===== src/rtl/mem_req_seq.sv =====
// mem_req_seq: initiator-side sequencer for the single-ported simulation word
// memory. It accepts one read or write request at a time over a valid/ready
// handshake. It drives the memory pins from registers only and returns one
// response per request.
//
// Ports
//   clk, rst_n           clock, asynchronous active-low reset
//   req_valid/req_ready  request handshake (req_ready = idle)
//   req_write            1 = write, 0 = read
//   req_addr             word address
//   req_data             write data
//   req_be               write byte-lane enables (lane 0 = MSB lane)
//   rsp_valid/rsp_ready  response handshake
//   rsp_data             read data (0 for writes and errors)
//   rsp_write            response belongs to a write
//   rsp_err              address was out of range
//   mem_addr             memory address
//   mem_din              memory write data
//   mem_dout             memory read data
//   mem_oe               memory output enable
//   mem_wea              memory byte-lane write enables
module mem_req_seq #(
  parameter int SIZE        = 1024,
  parameter int WIDTH       = 36,
  parameter int NBYTES      = 4,
  parameter int WAIT_CYCLES = 0,
  parameter int AW          = $clog2(SIZE)
) (
  input  logic              clk,
  input  logic              rst_n,
  input  logic              req_valid,
  output logic              req_ready,
  input  logic              req_write,
  input  logic [0:AW-1]     req_addr,
  input  logic [0:WIDTH-1]  req_data,
  input  logic [0:NBYTES-1] req_be,
  output logic              rsp_valid,
  input  logic              rsp_ready,
  output logic [0:WIDTH-1]  rsp_data,
  output logic              rsp_write,
  output logic              rsp_err,
  output logic [0:AW-1]     mem_addr,
  output logic [0:WIDTH-1]  mem_din,
  input  logic [0:WIDTH-1]  mem_dout,
  output logic              mem_oe,
  output logic [0:NBYTES-1] mem_wea
);

  typedef enum logic [1:0] {IDLE, RWAIT, WR, RSP} state_e;

  // One extra bit so SIZE itself is representable when SIZE is a power of two.
  localparam logic [AW:0] SIZE_W    = (AW+1)'(SIZE);
  localparam logic [3:0]  WAIT_INIT = 4'(WAIT_CYCLES);

  state_e              state_q, state_d;
  logic [3:0]          cnt_q, cnt_d;
  logic [0:WIDTH-1]    rsp_data_q, rsp_data_d;
  logic                rsp_write_q, rsp_write_d;
  logic                rsp_err_q, rsp_err_d;
  logic [0:AW-1]       mem_addr_q, mem_addr_d;
  logic [0:WIDTH-1]    mem_din_q, mem_din_d;
  logic                mem_oe_q, mem_oe_d;
  logic [0:NBYTES-1]   mem_wea_q, mem_wea_d;
  logic                addr_err;

  assign addr_err = ({1'b0, req_addr} >= SIZE_W);

  always_ff @(posedge clk or negedge rst_n) begin
    if (!rst_n) begin
      state_q     <= IDLE;
      cnt_q       <= '0;
      rsp_data_q  <= '0;
      rsp_write_q <= 1'b0;
      rsp_err_q   <= 1'b0;
      mem_addr_q  <= '0;
      mem_din_q   <= '0;
      mem_oe_q    <= 1'b0;
      mem_wea_q   <= '0;
    end else begin
      state_q     <= state_d;
      cnt_q       <= cnt_d;
      rsp_data_q  <= rsp_data_d;
      rsp_write_q <= rsp_write_d;
      rsp_err_q   <= rsp_err_d;
      mem_addr_q  <= mem_addr_d;
      mem_din_q   <= mem_din_d;
      mem_oe_q    <= mem_oe_d;
      mem_wea_q   <= mem_wea_d;
    end
  end

  always_comb begin
    state_d     = state_q;
    cnt_d       = cnt_q;
    rsp_data_d  = rsp_data_q;
    rsp_write_d = rsp_write_q;
    rsp_err_d   = rsp_err_q;
    mem_addr_d  = mem_addr_q;
    mem_din_d   = mem_din_q;
    mem_oe_d    = mem_oe_q;
    mem_wea_d   = mem_wea_q;
    case (state_q)
      IDLE: begin
        if (req_valid) begin
          rsp_write_d = req_write;
          rsp_err_d   = addr_err;
          rsp_data_d  = '0;
          if (addr_err) begin
            // Out of range: answer directly, memory pins untouched.
            state_d = RSP;
          end else if (req_write) begin
            mem_addr_d = req_addr;
            mem_din_d  = req_data;
            mem_wea_d  = req_be;
            state_d    = WR;
          end else begin
            mem_addr_d = req_addr;
            mem_oe_d   = 1'b1;
            cnt_d      = WAIT_INIT;
            state_d    = RWAIT;
          end
        end
      end
      RWAIT: begin
        if (cnt_q != 4'd0) begin
          cnt_d = cnt_q - 4'd1;
        end else begin
          rsp_data_d = mem_dout;
          mem_oe_d   = 1'b0;
          state_d    = RSP;
        end
      end
      WR: begin
        // The memory commits on the edge leaving WR; enables last one cycle.
        mem_wea_d = '0;
        state_d   = RSP;
      end
      RSP: begin
        if (rsp_ready) state_d = IDLE;
      end
      default: state_d = IDLE;
    endcase
  end

  assign req_ready = (state_q == IDLE);
  assign rsp_valid = (state_q == RSP);
  assign rsp_data  = rsp_data_q;
  assign rsp_write = rsp_write_q;
  assign rsp_err   = rsp_err_q;
  assign mem_addr  = mem_addr_q;
  assign mem_din   = mem_din_q;
  assign mem_oe    = mem_oe_q;
  assign mem_wea   = mem_wea_q;

endmodule


===== config.mk =====
export PLATFORM = sky130hd
export DESIGN_NAME = mem_req_seq
export DESIGN_NICKNAME = d
export VERILOG_FILES = /design/src/rtl/mem_req_seq.sv
export SDC_FILE = /design/constraint.sdc
export NUM_CORES = 1
export LEC_CHECK = 0
export BUFFER_PORTS_ARGS = -buffer_cell sky130_fd_sc_hd__buf_2
export CORE_ASPECT_RATIO = 0.5
export CORE_MARGIN = 2
export CORE_UTILIZATION = 46
export DETAILED_ROUTE_END_ITERATION = 6
export MAX_ROUTING_LAYER = met4
export PLACE_DENSITY_LB_ADDON = 0.1
export SYNTH_ARGS = -nofsm -noshare
export SYNTH_HDL_FRONTEND = slang
export SYNTH_SLANG_ARGS = --single-unit

===== constraint.sdc =====
create_clock -name clk -period 2.5 [get_ports clk]
set_clock_uncertainty 0.1 [all_clocks]
set_input_delay 0 -clock clk [delete_from_list [all_inputs] [get_ports clk]]
set_output_delay 0 -clock clk [all_outputs]
set_load 0.01 [all_outputs]

==> impl_metrics.toml <==
[global_routing]
antenna_found_initial = 0
grt.overflow.total = 0
grt_max_degree = 95
grt.total_usage = 0.233
grt_pass1_vias = 3149
grt_pass1_wl_um = 15500

[min_path]
hp-class = "in2reg"

[setup_path]
crit_end = "rsp_data[3]"
r2r_start = "cnt_q[0]"
r2r_end = "rsp_data[3]"
startpoint = "cnt_q[0]"
cp.arrival_ps = 2300
worstSetupStartpointType = "flop"
path_class = "reg2reg"
cp-end-kind = "flop"
reg2reg_depth = 6
r2r_slack_ps = 320
path_max_fanout = 36
cp_data_required_time_ps = 2620

[clock_network]
cts.reportedPaths.clkPinSlew_ps = 60
clk_latency_ps = 330
cts_tree = "yes"
clock_sinks = 94
clk_path_buf_depth = 2
postCtsSetupRepairBufs = 0
cts_resized = 0
cts_root_buf = "clkbuf_16"
cts_buffers = 9
holdBufCountCts = 88
ctsHtreeMaxLevel = 3

[logic_synthesis]
synth_compound_gate_area_share = 0.117
seq_area_frac_synth = 0.628
synth_top_family_by_area = "multiplexers"
syn_avg_cell_area_um2 = 14.7
synth_edf_count = 0
yosys_warnings = 0
synth_cell_types = 36
syn_inst = 255
yosys.area_share.simple = 0.0387
synthMuxAreaShare = 0.157
synth_nets = 353
synthXorXnorAreaFrac = 0
synthesis.area_um2 = 3750
synth_async_sr_flop_share = 1.00
synth-main-ff-cell = "dfrtp_1"
synthAdderAreaFrac = 0.0234
ys_ff_latch = 94

[cells_and_area]
layout_commonest_cell = "buf_2"
mostFrequentLayoutCells = "buf_2, dfrtp_1, dlygate4sd3_1"
final_core_util = 0.747
insertedDiodeCount = 0
area_delta_synth_final_pct = 58.3
finalNetCount = 620
regArea_um2 = 2350
multiInputGateArea_um2 = 1270
drive_gt1_frac = 0.468
fillCellCount = 535

[die]
fp.dieH_um = 67.8
pin_count = 182
dieArea_um2 = 8930
rows = 23
die_w_um = 132
initial_core_util = 0.472
core_area_um2 = 7940

[sta]
min_period_ps = 2180
setup_violations = 0
slew-limit-headroom = 0.232
tightest_slew_ps = 1150
rsz0062_at_grt = "no"
maxClockFrequency_ghz = 0.459
maxSlewViolCount = 0
setup_tns_ps = 0
post-route-period-util = 0.872
hold_ws_ps = 12.7
final_hold_viol_count = 0

[detailed_routing]
finalWirelength_um = 10000
drc = 0
vias = 3164
wl_per_cell_um = 15.7
vias_per_cell = 4.96
antenna_left = 0
drtIter0Drc = 156
dr.pass1.iters = 4

[place]
gp_congestion = 0.776
dp.final_hpwl_um = 6150
port_buffers = 180

[power]
p_leak_nw = 3.05
ir_drop_uv = 690
p_per_area_nw_per_um2 = 1120

[run]
maxCapViolations = 0

[outcome]
outcome = "finished, final reports clean"
## where the power goes
| part | internal, mW | switching, mW |
|---|---|---|
| Combinational | 1.33 | 1.38 |
| Clock | 0.881 | 0.575 |
| Sequential | 2.16 | 0.338 |
| Total | 4.37 | 2.30 |
## final cells by class
| class | instances | share of cell area |
|---|---|---|
| multi-input combinational | 137 | 0.213 |
| inverter | 9 | 0.00570 |
| clock buffer | 9 | 0.0380 |
| clock inverter | 6 | 0.0160 |
| sequential | 94 | 0.397 |
| timing repair buffer | 271 | 0.307 |
| tap | 112 | 0.0236 |
## layer usage
metal	share of wire	wire, µm	up-vias	global-route usage
met3	0.043	430	13	0.0607
met4	0.013	135	0	0.0761
li1	-	-	1464	-
met1	0.42	4170	1587	0.269
met5	0	0	-	-
met2	0.53	5300	100	0.412
## worst min path at each step
stage,end,slack [ps],start,cells past startpoint
floorplan,cnt_q[0],-400,rst_n,0
global placement,rsp_data[9],120,mem_dout[9],2
detailed placement,rsp_data[32],120,mem_dout[32],2
CTS,state_q[0],7,rsp_ready,4
global route,state_q[0],40,rsp_ready,4
finish,state_q[0],10,rsp_ready,4
## worst max-delay path: stages, from the launching register on
cell	delay, ps
dfrtp_1	420
inv_1	100
ha_1	200
or3b_1	410
a211o_1	310
buf_4	250
a22o_1	280
## logic make-up (layout without fill, tap and decap cells)
logic type | Yosys count | count (layout)
simple gates | 23 | 23
compound gates | 53 | 53
buf+inv | 24 | 295
mux | 53 | 53
flops | 94 | 94
other cells | 1 | 1
fa+ha+maj | 7 | 7
## Yosys cell counts, types with 2 or more instances
cell / instances / share of area
mux2i_1: 7 / 0.019
o21ai_0: 5 / 0.0067
buf_2: 8 / 0.011
nand2_1: 4 / 0.0040
buf_6: 4 / 0.012
nand2b_1: 3 / 0.0050
clkbuf_1: 2 / 0.0020
a22o_1: 36 / 0.084
dfrtp_1: 94 / 0.63
nand3_1: 7 / 0.0093
mux2_2: 46 / 0.14
inv_1: 9 / 0.0090
ha_1: 7 / 0.023
## registers in the layout (all words and copies together) (netlist names)
signal     flops
mem_oe         1
state_q        2
mem_wea        4
mem_addr      10
rsp_data      36
mem_din       36
rsp_write      1
cnt_q          4
## through the flow
step / setup slack [ps] / power [mW] / area [µm²] / cells
CTS: 327 / 6.70 / 5930 / 638
floorplan: 491 / 4.19 / 3750 / 255
global route: 161 / 7.08 / 5930 / 638
detailed placement: 345 / 5.11 / 4730 / 535
finish: 321 / 6.67 / 5930 / 638
global placement: 426 / 4.99 / 4730 / 535
Power figures use the tool's default switching activity.
